`config.mk`:
```
export PLATFORM = sky130hd
export DESIGN_NAME = fpga_config_loader
export DESIGN_NICKNAME = d
export VERILOG_FILES = /design/src/rtl/fpga_cfg_pkg.sv /design/src/rtl/fpga_cfg_checksum.sv /design/src/rtl/fpga_config_loader.sv
export SDC_FILE = /design/constraint.sdc
export NUM_CORES = 1
export LEC_CHECK = 0
export BUFFER_PORTS_ARGS = -buffer_cell sky130_fd_sc_hd__buf_2
export CORE_UTILIZATION = 43
export CTS_BUF_LIST = sky130_fd_sc_hd__clkbuf_16
export DETAILED_ROUTE_END_ITERATION = 7
export SLEW_MARGIN = 30
export SYNTH_ARGS = -nofsm -noshare
export SYNTH_HDL_FRONTEND = slang
export SYNTH_SLANG_ARGS = --single-unit
```
`constraint.sdc`:
```
create_clock -name clk_i -period 2.1 [get_ports clk_i]
set_input_delay 0.63 -clock clk_i [delete_from_list [all_inputs] [get_ports clk_i]]
set_output_delay 0.63 -clock clk_i [all_outputs]
set_load 0.02 [all_outputs]
```
`src/rtl/fpga_cfg_pkg.sv`:
```
// Shared types and constants for the logic-cell configuration loader.
// The frame is SYNC, then {LUT_LO, LUT_HI, CTRL} per cell, then an XOR checksum.
package fpga_cfg_pkg;

  typedef enum logic [2:0] {
    IDLE,
    LUT_LO,
    LUT_HI,
    CTRL,
    WRITE,
    CHECK,
    DONE,
    ERROR
  } cfg_state_t;

  localparam logic [7:0] SYNC_BYTE      = 8'hA5;
  localparam int         CTRL_SYNC_BIT  = 0;
  localparam int         CTRL_CARRY_BIT = 1;
  localparam logic [7:0] CTRL_RSVD_MASK = 8'hFC;

  function automatic logic ctrl_is_legal(input logic [7:0] ctrl);
    return (ctrl & CTRL_RSVD_MASK) == 8'h00;
  endfunction

endpackage

```
`src/rtl/fpga_cfg_checksum.sv`:
```
// Running XOR of the payload bytes of one frame.
// Clear wins over enable so the SYNC byte can restart a frame in a single cycle.
module fpga_cfg_checksum (
  input  logic       clk_i,
  input  logic       reset_ni,
  input  logic       clr_i,
  input  logic       en_i,
  input  logic [7:0] data_i,
  output logic [7:0] sum_o
);

  logic [7:0] sum_q;
  logic [7:0] sum_d;

  always_comb begin
    sum_d = sum_q;
    if (clr_i) begin
      sum_d = 8'h00;
    end else if (en_i) begin
      sum_d = sum_q ^ data_i;
    end
  end

  always_ff @(posedge clk_i or negedge reset_ni) begin
    if (!reset_ni) begin
      sum_q <= 8'h00;
    end else begin
      sum_q <= sum_d;
    end
  end

  assign sum_o = sum_q;

endmodule

```
`src/rtl/fpga_config_loader.sv`:
```
// Streams configuration frames into an array of logic cells: one LUT write pulse
// per cell in index order, per-cell mux controls held, checksum verified at the end.
module fpga_config_loader
  import fpga_cfg_pkg::*;
#(
  parameter int N_CELLS = 4,
  parameter int IDX_W   = (N_CELLS > 1) ? $clog2(N_CELLS) : 1
) (
  input  logic               clk_i,
  input  logic               reset_ni,
  input  logic [7:0]         in_data_i,
  input  logic               in_valid_i,
  output logic               in_ready_o,
  output logic [15:0]        config_lut_o,
  output logic [N_CELLS-1:0] config_lut_we_o,
  output logic [N_CELLS-1:0] mux_sync_o,
  output logic [N_CELLS-1:0] mux_carry_o,
  output logic               busy_o,
  output logic               done_o,
  output logic               error_o
);

  localparam logic [IDX_W-1:0] LAST_IDX = IDX_W'(N_CELLS - 1);

  cfg_state_t         state_q;
  logic [IDX_W-1:0]   idx_q;
  logic [7:0]         lut_lo_q;
  logic [7:0]         lut_hi_q;
  logic [15:0]        config_lut_q;
  logic [N_CELLS-1:0] we_q;
  logic [N_CELLS-1:0] sync_q;
  logic [N_CELLS-1:0] carry_q;
  logic               ready_q;
  logic               busy_q;
  logic               done_q;
  logic               error_q;

  logic       accept;
  logic       chk_clr;
  logic       chk_en;
  logic [7:0] chk_sum;

  assign accept  = in_valid_i & ready_q;
  assign chk_clr = accept && (state_q == IDLE) && (in_data_i == SYNC_BYTE);
  assign chk_en  = accept && ((state_q == LUT_LO) || (state_q == LUT_HI) || (state_q == CTRL));

  fpga_cfg_checksum u_checksum (
    .clk_i    (clk_i),
    .reset_ni (reset_ni),
    .clr_i    (chk_clr),
    .en_i     (chk_en),
    .data_i   (in_data_i),
    .sum_o    (chk_sum)
  );

  // Every output is a register; ready drops only for the single WRITE cycle.
  always_ff @(posedge clk_i or negedge reset_ni) begin
    if (!reset_ni) begin
      state_q      <= IDLE;
      idx_q        <= '0;
      lut_lo_q     <= 8'h00;
      lut_hi_q     <= 8'h00;
      config_lut_q <= 16'h0000;
      we_q         <= '0;
      sync_q       <= '0;
      carry_q      <= '0;
      ready_q      <= 1'b1;
      busy_q       <= 1'b0;
      done_q       <= 1'b0;
      error_q      <= 1'b0;
    end else begin
      we_q <= '0;
      case (state_q)
        IDLE: begin
          if (accept && in_data_i == SYNC_BYTE) begin
            done_q  <= 1'b0;
            error_q <= 1'b0;
            idx_q   <= '0;
            busy_q  <= 1'b1;
            state_q <= LUT_LO;
          end
        end
        LUT_LO: begin
          if (accept) begin
            lut_lo_q <= in_data_i;
            state_q  <= LUT_HI;
          end
        end
        LUT_HI: begin
          if (accept) begin
            lut_hi_q <= in_data_i;
            state_q  <= CTRL;
          end
        end
        CTRL: begin
          if (accept) begin
            if (!ctrl_is_legal(in_data_i)) begin
              error_q <= 1'b1;
              state_q <= ERROR;
            end else begin
              config_lut_q   <= {lut_hi_q, lut_lo_q};
              we_q           <= N_CELLS'(1) << idx_q;
              sync_q[idx_q]  <= in_data_i[CTRL_SYNC_BIT];
              carry_q[idx_q] <= in_data_i[CTRL_CARRY_BIT];
              ready_q        <= 1'b0;
              state_q        <= WRITE;
            end
          end
        end
        WRITE: begin
          ready_q <= 1'b1;
          if (idx_q == LAST_IDX) begin
            state_q <= CHECK;
          end else begin
            idx_q   <= idx_q + IDX_W'(1);
            state_q <= LUT_LO;
          end
        end
        CHECK: begin
          if (accept) begin
            if (in_data_i == chk_sum) begin
              done_q  <= 1'b1;
              state_q <= DONE;
            end else begin
              error_q <= 1'b1;
              state_q <= ERROR;
            end
          end
        end
        DONE, ERROR: begin
          busy_q  <= 1'b0;
          state_q <= IDLE;
        end
        default: begin
          busy_q  <= 1'b0;
          ready_q <= 1'b1;
          state_q <= IDLE;
        end
      endcase
    end
  end

  assign in_ready_o      = ready_q;
  assign config_lut_o    = config_lut_q;
  assign config_lut_we_o = we_q;
  assign mux_sync_o      = sync_q;
  assign mux_carry_o     = carry_q;
  assign busy_o          = busy_q;
  assign done_o          = done_q;
  assign error_o         = error_q;

endmodule

```
==> qor.txt <==
Asr flop ratio synth - 100%
Post-DR wirelength/cell - 15.9 um
Pint - 2.86 mW
Worst setup margin - 0.173 ns
WHS - 0.302 ns
Most common cell after layout, fill and taps aside - dfrtp_1
CTS tree - yes
Skew-Pair Late Insertion Delay - 0.32 ns
IO buf count - 42
Ranking of synthesized cells by area - dfrtp_1, mux2_2, mux2_4, xnor2_1, xor2_1
Post-CTS Setup Bufs - 0
Core Util, Final - 57.1%
Clock transition at the registers of the reported paths - 0.05 ns
Min Tclk post-route - 1.93 ns
Number of global-route vias before repair - 1748
Worst Path Class, Setup - in -> reg
Clk buf depth - 2
Critical Path Sink - mux_carry_o[1]
Sw Ratio - 30.8%
RR Startpoint - state_q[2]
Pre-CTS worst setup slack - -0.162 ns
Routed via count - 1807
Global-route wire length before repair - 9110 um
Slew Limit Fails - 0
Maxcap violations - 0
LEAKAGE - 1.79 nW
Seq/Total Area, Yosys - 56.0%
Residual DRC - 0
DP Area - 3180 um2
Layout cells sized above 1 - 45.7%
Final nets - 292
Final Cycle Share - 91.8%
Gr usage total - 19.2%
Synth cell types - 41
Crit start category - input port
Final instance area - 3440 um2
Post-synth EDFFs - 0
Slew HR - 70.8%
#FFs+latches synth - 61
Fmax - 0.519 GHz
Dpl hpwl - 3950 um
Row Count - 28
Core area - 6030 um2
Outcome - finished, final reports clean
CTS Hold Buffers Added - 0
Ports placed on the boundary - 43
Fillers - 520
Syn nets - 226
Setup crit end kind - flop
Combinational Power Share - 28.0%
Chip height - 81.7 um
Drt first-iter violations - 109
Post-DRT Antenna Nets - 0
Gpl congestion - 0.801
Total grt overflow - 0
RSZ-0062 raised after global routing - no
Die Span X - 81.7 um
Worst hold path type - in -> async
FF-to-FF End - mux_carry_o[1]
Syn Std Cell Area - 2730 um2
Final Power - 4.13 mW
Clk root buf - clkbuf_16
Final hold vios - 0
Largest net degree at the start of global routing - 62
N_diodes - 0
Final Setup Violations - 0
Clock buffer count from CTS - 9
Initial antenna violation count - 0
VDD IR-drop max - 504 uV
Worst setup path startpoint - in_data_i[5]
Setup tns final - 0 ns
Cell taking the most area after synthesis - dfrtp_1
H-tree depth - 3
CP Data Arrival Time - 2.13 ns
Placed instance count - 341
Most used DFF post-synth - dfrtp_1
Crit path max fanout - 12
Average cell area after synthesis - 12.9 um2
Top-area cell type share of the netlist area - 55.0%
Reg2Reg Depth - 5
Area grow syn2layout - 26.2%
Cell count after synthesis - 211
WP data required - 2.30 ns
Final cell count without fillers - 357
Clock Skew - 0.00272 ns
Sequential Power Share - 41.2%
Commonest non-fill, non-tap cells in the layout - dfrtp_1, buf_2, mux2_2, buf_4, nand3_1
PD cells - 1200 nW/um2
# clock sinks - 61
1st-pass router iterations - 4
DRT Wirelength - 5670 um
Worst-margin pin slew - 0.433 ns
NetSw - 1.27 mW
Post-CTS sizing - 0
Synthesis Warnings - 0
Via density per instance - 5.06
R2R setup slack - 0.28 ns
Initial Utilization - 45.3%
Clock power share - 30.8%
Die area - 6670 um2
==> worst min-delay path by stage <==
stage | startpoint | to | slack [ns] | depth (start not counted)
6_report | reset_ni | lut_lo_q[1] | 0.30 | 2
5_1_grt | reset_ni | lut_lo_q[1] | 0.34 | 2
4_1_cts | reset_ni | lut_lo_q[1] | 0.32 | 2
3_5_place_dp | done_o | done_o | 0.46 | 1
3_3_place_gp | busy_o | busy_o | 0.46 | 2
2_1_floorplan | reset_ni | busy_o | 0.33 | 0
==> state kept, by name (all words and copies together), names as in the netlist <==
register / flops
busy_o: 1
config_lut_we_o: 4
lut_lo_q: 8
mux_carry_o: 4
done_o: 1
u_checksum.sum_o: 8
config_lut_o: 16
in_ready_o: 1
error_o: 1
mux_sync_o: 4
idx_q: 2
lut_hi_q: 8
state_q: 3
==> final cells by class <==
cell class	instances	area [um2]	area share [%]
clock inverter	7	33.8	0.981
sequential	61	1530	44.4
multi-input combinational	130	1110	32.3
clock buffer	9	225	6.54
inverter	9	33.8	0.981
timing repair buffer	66	415	12.1
tap	75	93.8	2.73
==> power groups by stage <==
stage / Clock, mW / Combinational (mW) / Sequential [mW]
3_3_place_gp: 0 / 1.15 / 1.71
5_1_grt: 1.34 / 1.29 / 1.74
2_1_floorplan: 0 / 0.819 / 1.72
3_5_place_dp: 0 / 1.16 / 1.72
6_report: 1.27 / 1.16 / 1.70
4_1_cts: 1.30 / 1.17 / 1.70
==> worst max-delay path, stage by stage <==
cell and delay, ns:
buf_2 0.12, or3_4 0.38, nor4_4 0.41, buf_12 0.21
nand2_4 0.07, mux2_4 0.30
==> kinds of logic (layout without fill, tap and decap cells) <==
family | after synthesis | after routing | synth area share, %
flip-flops | 61 | 61 | 56.0
adder cells (fa/ha/maj) | 4 | 4 | 1.83
XOR/XNOR | 17 | 17 | 5.46
AO/OA/AOI/OAI | 13 | 13 | 3.03
buffers and inverters | 20 | 91 | 3.21
multiplexers | 40 | 40 | 17.3
AND/OR/NAND/NOR | 56 | 56 | 13.2
==> cell usage after synthesis, types with 3 or more instances <==
cell / count
clkbuf_1: 7
dfrtp_1: 60
ha_1: 4
inv_1: 9
mux2_2: 34
mux2_4: 6
nand2_1: 6
nand2_4: 3
nand2b_1: 4
nand3_1: 12
nor2_1: 11
o21ai_0: 3
o22ai_1: 3
xnor2_1: 9
xor2_1: 8
==> layer usage <==
layer  global-route usage (%)  routed length (um)
met3                     4.11                 226
met1                     26.7                2740
met4                     9.47                  99
met2                     28.4                2600
met5                        0                   0
(Power assumes the default switching activity.)
